[src/rtl/or_input_debouncer_pkg.sv]
// ---------------------------------------------------------------------------
// or_input_pkg
// Shared types and default constants for the or_input_debouncer block.
//   debounce_state_t   : per-channel debounce FSM state
//   DEF_SYNC_STAGES    : default synchroniser depth
//   DEF_STABLE_CYCLES  : default number of stable samples before a change
//   level_of()         : debounced output level implied by an FSM state
// ---------------------------------------------------------------------------
package or_input_pkg;

  typedef enum logic [1:0] {
    LOW      = 2'b00,
    CHK_HIGH = 2'b01,
    HIGH     = 2'b10,
    CHK_LOW  = 2'b11
  } debounce_state_t;

  localparam int unsigned DEF_SYNC_STAGES   = 2;
  localparam int unsigned DEF_STABLE_CYCLES = 4;

  // The clean level is held while a reversal is being qualified, so both
  // HIGH and CHK_LOW present a 1 and both LOW and CHK_HIGH present a 0.
  function automatic logic level_of(input debounce_state_t s);
    return (s == HIGH) || (s == CHK_LOW);
  endfunction

endpackage

[src/rtl/or_input_debouncer_channel.sv]
// ---------------------------------------------------------------------------
// debounce_channel
// One-bit input conditioner: SYNC_STAGES-deep synchroniser followed by a
// four-state debounce FSM with a stability counter.
//   clk   : clock
//   rst   : asynchronous active-high reset (FSM held in LOW, all flops 0)
//   raw   : raw asynchronous input
//   out   : registered debounced level
//   pulse : registered one-cycle pulse in the first cycle out shows a change
// A change is accepted only after STABLE_CYCLES consecutive synchronised
// samples at the new level; shorter excursions return to the settled state.
// ---------------------------------------------------------------------------
module debounce_channel
  import or_input_pkg::*;
#(
  parameter int unsigned SYNC_STAGES   = DEF_SYNC_STAGES,
  parameter int unsigned STABLE_CYCLES = DEF_STABLE_CYCLES
) (
  input  logic clk,
  input  logic rst,
  input  logic raw,
  output logic out,
  output logic pulse
);

  localparam int unsigned CNT_W = $clog2(STABLE_CYCLES);
  localparam logic [CNT_W-1:0] CNT_ONE  = CNT_W'(1);
  localparam logic [CNT_W-1:0] CNT_LAST = CNT_W'(STABLE_CYCLES - 1);

  if (SYNC_STAGES < 2) begin : g_bad_sync
    $error("debounce_channel: SYNC_STAGES must be >= 2");
  end
  if (STABLE_CYCLES < 2) begin : g_bad_stable
    $error("debounce_channel: STABLE_CYCLES must be >= 2");
  end

  logic [SYNC_STAGES-1:0] sync_q;
  logic                   sync_x;
  debounce_state_t        state;
  logic [CNT_W-1:0]       cnt;

  // Synchroniser: raw enters at bit 0, the FSM sees only the last stage.
  always_ff @(posedge clk or posedge rst) begin
    if (rst) begin
      sync_q <= '0;
    end else begin
      sync_q <= {sync_q[SYNC_STAGES-2:0], raw};
    end
  end

  assign sync_x = sync_q[SYNC_STAGES-1];

  // The transition into a CHK_* state already counts the first sample at
  // the new level, so the counter starts at 1 and completion happens on the
  // STABLE_CYCLES-th consecutive sample (cnt == STABLE_CYCLES-1 seen plus
  // the current one). cnt therefore never exceeds STABLE_CYCLES-1.
  always_ff @(posedge clk or posedge rst) begin
    if (rst) begin
      state <= LOW;
      cnt   <= '0;
      out   <= 1'b0;
      pulse <= 1'b0;
    end else begin
      pulse <= 1'b0;
      case (state)
        LOW: begin
          if (sync_x) begin
            state <= CHK_HIGH;
            cnt   <= CNT_ONE;
          end else begin
            cnt   <= '0;
          end
        end
        CHK_HIGH: begin
          if (!sync_x) begin
            state <= LOW;
            cnt   <= '0;
          end else if (cnt == CNT_LAST) begin
            state <= HIGH;
            cnt   <= '0;
            out   <= level_of(HIGH);
            pulse <= 1'b1;
          end else begin
            cnt   <= cnt + CNT_ONE;
          end
        end
        HIGH: begin
          if (!sync_x) begin
            state <= CHK_LOW;
            cnt   <= CNT_ONE;
          end else begin
            cnt   <= '0;
          end
        end
        CHK_LOW: begin
          if (sync_x) begin
            state <= HIGH;
            cnt   <= '0;
          end else if (cnt == CNT_LAST) begin
            state <= LOW;
            cnt   <= '0;
            out   <= level_of(LOW);
            pulse <= 1'b1;
          end else begin
            cnt   <= cnt + CNT_ONE;
          end
        end
        default: begin
          state <= LOW;
          cnt   <= '0;
          out   <= 1'b0;
        end
      endcase
    end
  end

endmodule

[src/rtl/or_input_debouncer.sv]
// ---------------------------------------------------------------------------
// or_input_debouncer
// Input-conditioning stage ahead of or_gate: synchronises and debounces two
// independent raw inputs and produces per-channel change pulses.
//   clk      : single clock for all state
//   rst      : asynchronous active-high reset
//   raw_in1  : raw asynchronous input, channel 1
//   raw_in2  : raw asynchronous input, channel 2
//   in1      : debounced level, channel 1 (to or_gate.in1)
//   in2      : debounced level, channel 2 (to or_gate.in2)
//   edge1    : one-cycle pulse when in1 changes
//   edge2    : one-cycle pulse when in2 changes
// The signal set matches or_input_debouncer_if (slave view) so an instance
// can be wired directly to members of that interface.
// ---------------------------------------------------------------------------
module or_input_debouncer
  import or_input_pkg::*;
#(
  parameter int unsigned SYNC_STAGES   = DEF_SYNC_STAGES,
  parameter int unsigned STABLE_CYCLES = DEF_STABLE_CYCLES
) (
  input  logic clk,
  input  logic rst,
  input  logic raw_in1,
  input  logic raw_in2,
  output logic in1,
  output logic in2,
  output logic edge1,
  output logic edge2
);

  debounce_channel #(
    .SYNC_STAGES   (SYNC_STAGES),
    .STABLE_CYCLES (STABLE_CYCLES)
  ) u_ch1 (
    .clk   (clk),
    .rst   (rst),
    .raw   (raw_in1),
    .out   (in1),
    .pulse (edge1)
  );

  debounce_channel #(
    .SYNC_STAGES   (SYNC_STAGES),
    .STABLE_CYCLES (STABLE_CYCLES)
  ) u_ch2 (
    .clk   (clk),
    .rst   (rst),
    .raw   (raw_in2),
    .out   (in2),
    .pulse (edge2)
  );

endmodule

[config.mk]
export PLATFORM = sky130hd
export DESIGN_NAME = or_input_debouncer
export DESIGN_NICKNAME = d
export VERILOG_FILES = /design/src/rtl/or_input_debouncer_pkg.sv /design/src/rtl/or_input_debouncer_channel.sv /design/src/rtl/or_input_debouncer.sv
export SDC_FILE = /design/constraint.sdc
export NUM_CORES = 1
export LEC_CHECK = 0
export ABC_CLOCK_PERIOD_IN_PS = 1050
export BUFFER_PORTS_ARGS = -buffer_cell sky130_fd_sc_hd__buf_2
export CORE_AREA = 4 4 41 43
export CTS_BUF_LIST = sky130_fd_sc_hd__clkbuf_16
export DETAILED_ROUTE_END_ITERATION = 8
export DIE_AREA = 0 0 45 47
export GPL_TIMING_DRIVEN = 0
export HOLD_SLACK_MARGIN = 0.02
export PLACE_DENSITY_LB_ADDON = 0.2
export SLEW_MARGIN = 0
export SYNTH_ARGS = -nofsm -noshare
export SYNTH_HDL_FRONTEND = slang
export SYNTH_SLANG_ARGS = --single-unit
[constraint.sdc]
create_clock -name clk -period 1.05 [get_ports clk]
set_input_delay 0.0525 -clock clk [delete_from_list [all_inputs] [get_ports clk]]
set_output_delay 0.0525 -clock clk [all_outputs]
set_load 0.01 [all_outputs]
==> flow_summary.json, run 1 <==
{
  "status": "complete, but fails checks",
  "violations": "setup timing",
  "synth.distinct_cells": 11,
  "io_pins": 8,
  "final_cells": 76,
  "synth_top_family_by_area": "compound AO/OA/AOI/OAI gates",
  "synth_largest_area_cell": "dfrtp_1",
  "combPwrFrac": 0.259,
  "wl_per_cell_um": 13.3,
  "p_clk_frac": 0.311,
  "critPathMaxFanout": 3,
  "cp.arrival_ns": 1.19,
  "start_util": 0.439,
  "final_cell_mix": "16 x dfrtp_1, 7 x buf_2",
  "holdCritStartpoint": "u_ch2.sync_q[0]$_DFF_PP0_",
  "clock_path_buffers": 2,
  "grtUsageTotal": 0.120,
  "cp_top_family": "flip-flops",
  "synth_area_leaders": "dfrtp_1 70%, mux2_4 5.3%, ha_1 4.4%",
  "slowest_stage": "dfrtp_1",
  "power_mw": 2.34,
  "whs_endpoint": "u_ch2.sync_q[1]$_DFF_PP0_",
  "route.detailed.drc": 0,
  "hp-class": "reg -> reg",
  "cts_sinks": 16,
  "die_h_um": 47,
  "syn_nets": 49,
  "grt_pass1_vias": 386,
  "ant_nets": 0,
  "endpoint_kind": "register",
  "fin_worst_skew_ns": 0.00150,
  "final_util": 0.614,
  "p_seq_frac": 0.430,
  "synthCells": 43,
  "fin_ws_ns": -0.00875,
  "syn-cell-area_um2": 572,
  "worstPathRequired_ns": 1.18,
  "cts_buffers": 3,
  "cts-root-buf": "clkbuf_16",
  "worst_slew_pin_slew_ns": 0.573,
  "min_path_cells": 0,
  "dieArea_um2": 2120,
  "avgSynthCellArea_um2": 13.3,
  "crit_chain": "ha_4, nand2_4, mux2_4",
  "num_antenna_cells": 0,
  "maxCapViolCount": 0,
  "p_leak_nw": 0.400,
  "grt_max_degree": 17,
  "synthMuxAreaShare": 0.0525,
  "nNetsFinal": 68,
  "period_needed_ns": 1.06,
  "fmax_ghz": 0.945,
  "slew_viol_final": 0,
  "min_period_over_period": 1.01,
  "power_switching_mw": 0.689,
  "grt-ovfl-total": 0,
  "place_area_um2": 631,
  "clkTransAtPathRegs_ns": 0.05,
  "finalHoldViolations": 0,
  "critPathBufInv": 0,
  "yosys.area_share.simple": 0.0744,
  "synth.top_cell.area_share": 0.700,
  "final-setup-viol-count": 2,
  "rrSetupSlack_ns": -0.009,
  "ys_seq_area_frac": 0.700,
  "timing.rr.start": "u_ch2.cnt[0]$_DFF_PP0_",
  "place_congestion": 0.621,
  "grt_setup_unrepaired": "yes",
  "htree_levels": 1,
  "ir_drop_uv": 1210,
  "via_count": 369,
  "die_w_um": 45,
  "final_cell_area_um2": 800,
  "via_per_inst": 4.86,
  "final_common_cell": "dfrtp_1",
  "first_pass_iters": 4,
  "crit_path_max_incr_delay_ns": 0.40,
  "synth_warnings": 0,
  "drt_iter0_drc": 2,
  "crit_path_start_kind": "register",
  "coreArea_um2": 1300,
  "cts_tree": "yes",
  "synthAdderAreaFrac": 0.0438,
  "crit_type": "reg -> reg",
  "synth_compound_area_frac": 0.0788,
  "max_slew_margin": 0.618,
  "synth-xor-area-share": 0.0306,
  "grt_antenna_before_repair": 0,
  "grt_pass1_wl_um": 1680,
  "clk_latency_ns": 0.24,
  "switching_share": 0.294,
  "p_int_mw": 1.65,
  "r2r_cells": 3,
  "dpl.cell_count": 65,
  "rows": 13,
  "synth-seq-cells": 16,
  "fillers": 103,
  "area_growth_pct": 39.8,
  "layout-drive-gt1-share": 0.328,
  "port_buffers": 7,
  "wirelength_um": 1010,
  "cellPowerDensity_nw_per_um2": 2930
}
==> power by group through the flow <==
stage          clock [mW]  combinational, mW  sequential (mW)
3_5_place_dp            0              0.463            0.977
2_1_floorplan           0              0.318            0.964
6_report            0.728              0.608             1.01
3_3_place_gp            0              0.419            0.946
5_1_grt             0.764              0.688             1.03
4_1_cts             0.744              0.601             1.01
==> final cells by class <==
| type | instances | area, um^2 | area share |
|---|---|---|---|
| Sequential cell | 16 | 400 | 0.501 |
| Multi-Input combinational cell | 24 | 195 | 0.244 |
| Timing Repair Buffer | 14 | 95.1 | 0.119 |
| Clock buffer | 3 | 75.1 | 0.0939 |
| Tap cell | 15 | 18.8 | 0.0235 |
| Inverter | 3 | 11.3 | 0.0141 |
| Clock inverter | 1 | 3.75 | 0.00469 |
==> worst max path at each step <==
| stage | slack [ns] | end | depth (start not counted) | start |
|---|---|---|---|---|
| floorplan | 0.007 | register | 3 | u_ch1.cnt[0]$_DFF_PP0_ |
| global placement | -0.02 | register | 3 | u_ch1.cnt[0]$_DFF_PP0_ |
| detailed placement | -0.06 | register | 3 | u_ch1.cnt[0]$_DFF_PP0_ |
| CTS | -0.03 | register | 3 | u_ch1.cnt[0]$_DFF_PP0_ |
| global route | -0.03 | register | 3 | u_ch1.cnt[0]$_DFF_PP0_ |
| finish | -0.009 | register | 3 | u_ch2.cnt[0]$_DFF_PP0_ |
==> routing by layer <==
layer  GRT usage  vias up  share of wire
li1            -      176              -
met1       0.117      171           0.36
met2       0.203       16           0.53
met3      0.0153        6          0.056
met4       0.140        0          0.051
met5           0        -              0
==> metrics by stage <==
step	setup WS, ns	hold WS (ns)	TNS [ns]
after floorplan	0.00714	-0.0338	0
after global placement	-0.0176	0.107	-0.0233
after detailed placement	-0.0565	0.137	-0.111
after CTS	-0.0253	0.349	-0.0403
after global routing	-0.0340	0.364	-0.0709
final	-0.00875	0.348	-0.0175
==> repair_timing <==
item | 4_1_cts | 5_1_grt
setup buffers | 3 | 1
gates resized for setup | 4 | 0
hold buffers | 3 | 0
pin swaps | 2 | 0
endpoints found under the setup margin | 3 | 3
hold endpoints to repair | 18 | 0
==> cell families after synthesis <==
kind of cell    after synthesis
xor+xnor                      2
simple gates                 10
buf+inv                       3
compound gates                8
flops                        16
fa+ha+maj                     2
mux                           2
==> synth_stat cells <==
library cell  instances
a21oi_1               4
dfrtp_1              16
ha_1                  2
inv_1                 3
mux2_4                2
nand2_1               4
nand2_2               2
nor2_1                4
o21ai_1               2
o31ai_1               2
xnor2_1               2
(Power assumes the default switching activity.)
==> inputs of run 2 (changes only) <==
- PLACE_DENSITY: default -> 0.65
- PLACE_DENSITY_LB_ADDON: 0.2 -> default
==> run 2 against run 1 <==
The flow still finishes with violations (setup timing). Non-clock buffer count shrank 1. Via count down 3.0%. Combinational power down 13%. Clock-buffer cell count unchanged. Clock skew up 0.0036 ns. Flip-flop and latch count unchanged. Setup slack lost 0.012 ns. Maximum frequency is 1.2% lower. Sequential power is essentially flat. Routed wire length is 18% lower. Core utilization decreased by 0.48 points. Hold slack lost 0.0016 ns. Critical path type unchanged. Largest power group unchanged. Highest routed layer is now met3.
==> flow_summary.json, run 2 (same netlist as run 1, synthesis figures left out) <==
{
  "status": "complete, but fails checks",
  "violations": "setup timing",
  "max_slew_margin": 0.628,
  "p_leak_nw": 0.393,
  "crit_type": "reg -> reg",
  "final-setup-viol-count": 2,
  "worstPathRequired_ns": 1.17,
  "clkTransAtPathRegs_ns": 0.05,
  "grt_pass1_wl_um": 1350,
  "cts_buffers": 3,
  "grt-ovfl-total": 0,
  "grt_setup_unrepaired": "yes",
  "grt_antenna_before_repair": 0,
  "fillers": 111,
  "grt_max_degree": 17,
  "dieArea_um2": 2120,
  "multi_input_area_um2": 200,
  "place_congestion": 0.623,
  "worst_slew_pin_slew_ns": 0.558,
  "grt_pass1_vias": 337,
  "area_growth_pct": 38.7,
  "cts_tree": "yes",
  "rows": 13,
  "num_antenna_cells": 0,
  "final_cell_mix": "16 x dfrtp_1, 7 x buf_2, 4 x a21oi_1, 4 x nor2_1, 4 x nand2_1",
  "endpoint_kind": "register",
  "period_needed_ns": 1.07,
  "place_area_um2": 631,
  "clk_latency_ns": 0.24,
  "route.detailed.drc": 0,
  "ant_nets": 0,
  "start_util": 0.439,
  "cellPowerDensity_nw_per_um2": 2810,
  "regArea_um2": 400,
  "slew_viol_final": 0,
  "wl_per_cell_um": 11.2,
  "via_per_inst": 4.84,
  "cts-root-buf": "clkbuf_16",
  "via_count": 358,
  "clock_path_buffers": 2,
  "layout-drive-gt1-share": 0.339,
  "coreArea_um2": 1300,
  "die_w_um": 45,
  "fin_worst_skew_ns": 0.00514,
  "die_h_um": 47,
  "fmax_ghz": 0.934,
  "finalHoldViolations": 0,
  "io_pins": 8,
  "wirelength_um": 826,
  "critPathMaxFanout": 4,
  "cts_sinks": 16,
  "min_period_over_period": 1.02,
  "crit_path_start_kind": "register",
  "ir_drop_uv": 2660,
  "first_pass_iters": 4,
  "final_cell_area_um2": 793,
  "htree_levels": 1,
  "fin_setup_tns_ns": -0.0421,
  "nNetsFinal": 67,
  "grtUsageTotal": 0.0905,
  "port_buffers": 7,
  "hpwl_um": 601,
  "maxCapViolCount": 0,
  "power_mw": 2.23,
  "hp-class": "reg -> reg",
  "cp.arrival_ns": 1.19,
  "drt_iter0_drc": 3,
  "fin_ws_ns": -0.0211,
  "final_common_cell": "dfrtp_1"
}
## run 2: changes by cell type in the layout (fill, tap and decap cells not counted)
cell / previous run / this run
o31ai_2: 0 / 1
o31ai_1: 2 / 1
clkinv_1: 1 / 0
buf_4: 4 / 3
## run 2: where the power goes
group          switching [mW]  internal, mW  leakage, nW
Sequential              0.193         0.819        0.200
Clock                   0.196         0.496       0.0370
Combinational           0.244         0.282        0.156
## run 2: final timing paths
path	startpoint	endpoint	slack (ns)	cells past startpoint
worst max register to register	u_ch1.cnt[0]$_DFF_PP0_	register	-0.02	3
worst min register to register	u_ch1.sync_q[0]$_DFF_PP0_	u_ch1.sync_q[1]$_DFF_PP0_	0.35	0
min in group asynchronous	rst	asynchronous set/reset pin	0.40	3
worst min-delay path	u_ch1.sync_q[0]$_DFF_PP0_	u_ch1.sync_q[1]$_DFF_PP0_	0.35	0
worst max-delay path	u_ch1.cnt[0]$_DFF_PP0_	register	-0.02	3
max in group asynchronous	rst	u_ch2.cnt[1]$_DFF_PP0_	0.28	3
## run 2: routing by layer
metal / share of wire / vias up / global-route usage
li1: - / 175 / -
met1: 0.44 / 174 / 0.109
met2: 0.51 / 9 / 0.147
met3: 0.048 / 0 / 0.0575
met4: 0 / 0 / 0
met5: 0 / - / 0
## run 2: worst max-delay path: stages, from the launching register on
cell	delay, ns
dfrtp_1	0.41
ha_4	0.18
nand2_4	0.07
mux2_4	0.29
## run 2: what timing repair did
action	CTS	global route
setup buffers	2	1
pin swaps	2	1
setup endpoints to repair	3	4
hold buffers	3	0
endpoints found under the hold margin	18	0
gates resized for setup	3	2
## run 2: through the flow
stage / setup slack [ns] / hold WS [ns] / utilization / std cells
3_5_place_dp: -0.0546 / 0.139 / 0.485 / 65
2_1_floorplan: 0.00714 / -0.0338 / - / 43
5_1_grt: -0.0435 / 0.351 / 0.610 / 74
3_3_place_gp: -0.0318 / 0.137 / 0.485 / 65
6_report: -0.0211 / 0.347 / 0.610 / 74
4_1_cts: -0.0164 / 0.350 / 0.592 / 73
## run 2: layout make-up
cell class              count  share of cell area
inverters                   3              0.0142
well taps                  15              0.0237
clock buffers               3              0.0946
flip-flops and latches     16               0.505
repair buffers             13               0.110
multi-input cells          24               0.252
==> inputs of run 3 (changes only) <==
--- a/config.mk
+++ b/config.mk
@@ -13,2 +13,3 @@
 export DIE_AREA = 0 0 45 47
+export GPL_ROUTABILITY_DRIVEN = 0
 export GPL_TIMING_DRIVEN = 0
==> constraint.sdc (replaced) <==
create_clock -name clk -period 1.05 [get_ports clk]
set_input_delay 0.21 -clock clk [delete_from_list [all_inputs] [get_ports clk]]
set_output_delay 0.21 -clock clk [all_outputs]
set_load 0.01 [all_outputs]
==> run 3 against run 2 <==
Critical path depth stayed put. Clock skew about the same. Core utilization is 2.3 points lower. The run still ends with setup timing left. Largest cell class unchanged. First-iteration DRC count unchanged. Power is 0.37% lower. Highest routed layer unchanged. Flip-flop and latch count is the same.
==> flow_summary.json, run 3 (same netlist as run 1, synthesis figures left out) <==
{
  "clock_path_buffers": 2,
  "grt_setup_unrepaired": "yes",
  "p_leak_nw": 0.380,
  "switching_share": 0.285,
  "fillers": 114,
  "crit_type": "reg -> reg",
  "final_common_cell": "dfrtp_1",
  "hp-class": "in -> async",
  "period_needed_ns": 1.07,
  "start_util": 0.439,
  "drt_iter0_drc": 3,
  "dp_slack_ns": -0.0546,
  "fin_ws_ns": -0.0211,
  "worst-path-stages": 3,
  "crit_path_max_incr_delay_ns": 0.41,
  "worstPathRequired_ns": 1.17,
  "grt_antenna_before_repair": 0,
  "rrSetupSlack_ns": -0.02,
  "route.detailed.drc": 0,
  "final-setup-viol-count": 2,
  "grt_max_degree": 17,
  "via_count": 346,
  "multi_input_area_um2": 200,
  "fin_setup_tns_ns": -0.0421,
  "endpoint_kind": "register",
  "violations": "setup timing",
  "p_int_mw": 1.59,
  "max_slew_margin": 0.628,
  "io_pins": 8,
  "area_growth_pct": 33.5,
  "cp.arrival_ns": 1.19,
  "r2r_cells": 3,
  "via_per_inst": 4.87,
  "coreArea_um2": 1300,
  "crit_path_start_kind": "register",
  "wl_per_cell_um": 11.3,
  "grtUsageTotal": 0.0881,
  "critPathBufInv": 0,
  "final_cell_mix": "16 x dfrtp_1, 7 x buf_2, 4 x a21oi_1, 4 x nor2_1, 4 x nand2_1",
  "hpwl_um": 601,
  "die_h_um": 47,
  "dieArea_um2": 2120,
  "min_period_over_period": 1.02,
  "grt_pass1_wl_um": 1310,
  "slowest_stage": "dfrtp_1",
  "p_clk_frac": 0.311,
  "p_seq_frac": 0.456,
  "power_switching_mw": 0.633,
  "nNetsFinal": 64,
  "port_buffers": 7,
  "num_antenna_cells": 0,
  "cts-root-buf": "clkbuf_16",
  "timing.rr.start": "u_ch1.cnt[0]$_DFF_PP0_",
  "worst_slew_pin_slew_ns": 0.558,
  "die_w_um": 45,
  "ir_drop_uv": 2650,
  "crit_chain": "ha_4, nand2_4, mux2_4",
  "slew_viol_final": 0,
  "combPwrFrac": 0.233,
  "first_pass_iters": 4,
  "grt_pass1_vias": 329,
  "layout-drive-gt1-share": 0.357,
  "htree_levels": 1,
  "grt-ovfl-total": 0,
  "cellPowerDensity_nw_per_um2": 2910,
  "fmax_ghz": 0.934,
  "clk_latency_ns": 0.24,
  "cts_tree": "yes",
  "fin_worst_skew_ns": 0.00505,
  "rows": 13,
  "regArea_um2": 400,
  "cp_top_family": "flip-flops",
  "maxCapViolCount": 0,
  "status": "complete, but fails checks",
  "finalHoldViolations": 0,
  "critPathMaxFanout": 4,
  "crit_path_start": "u_ch1.cnt[0]$_DFF_PP0_",
  "cts_buffers": 3,
  "ant_nets": 0,
  "wirelength_um": 804,
  "clkTransAtPathRegs_ns": 0.05,
  "cts_sinks": 16
}
==> run 3: area by class of cell <==
| type | count | area share |
|---|---|---|
| sequential | 16 | 0.525 |
| multi-input combinational | 24 | 0.262 |
| clock buffer | 3 | 0.0984 |
| timing repair buffer | 10 | 0.0754 |
| tap | 15 | 0.0246 |
| inverter | 3 | 0.0148 |
==> run 3: worst min-delay path by stage <==
stage                                       to  depth (start not counted)  slack, ns
finish              asynchronous set/reset pin                          2       0.02
global route        asynchronous set/reset pin                          2       0.07
CTS                     u_ch1.cnt[1]$_DFF_PP0_                          2       0.04
detailed placement   u_ch1.sync_q[0]$_DFF_PP0_                          2       0.30
global placement     u_ch1.sync_q[0]$_DFF_PP0_                          2       0.29
floorplan           asynchronous set/reset pin                          1       0.12
==> run 3: power by group through the flow <==
stage / combinational, mW / sequential [mW] / clock [mW]
global route: 0.604 / 1.04 / 0.740
finish: 0.518 / 1.01 / 0.692
detailed placement: 0.455 / 0.972 / 0
floorplan: 0.318 / 0.964 / 0
global placement: 0.428 / 0.956 / 0
CTS: 0.497 / 0.993 / 0.709
==> run 3: layer usage <==
| layer | global-route usage | vias to the layer above | share of wire |
|---|---|---|---|
| met5 | 0 | - | 0 |
| met4 | 0 | 0 | 0 |
| met3 | 0.0575 | 0 | 0.055 |
| met2 | 0.141 | 9 | 0.50 |
| met1 | 0.107 | 168 | 0.44 |
| li1 | - | 169 | - |
==> run 3: metrics by stage <==
| step | instances | cell area (um^2) | utilization | power (mW) | hold WS [ns] |
|---|---|---|---|---|---|
| after floorplan | 43 | 577 | - | 1.28 | 0.124 |
| after global placement | 65 | 631 | 0.485 | 1.38 | 0.295 |
| after detailed placement | 65 | 631 | 0.485 | 1.43 | 0.297 |
| after CTS | 70 | 741 | 0.569 | 2.20 | 0.0431 |
| after global routing | 71 | 763 | 0.587 | 2.38 | 0.0718 |
| final | 71 | 763 | 0.587 | 2.22 | 0.0159 |
==> run 3: repair_timing <==
item,CTS,global route
hold buffers,0,0
setup buffers,2,1
setup endpoints to repair,3,4
pin swaps,2,1
gates resized for setup,3,2
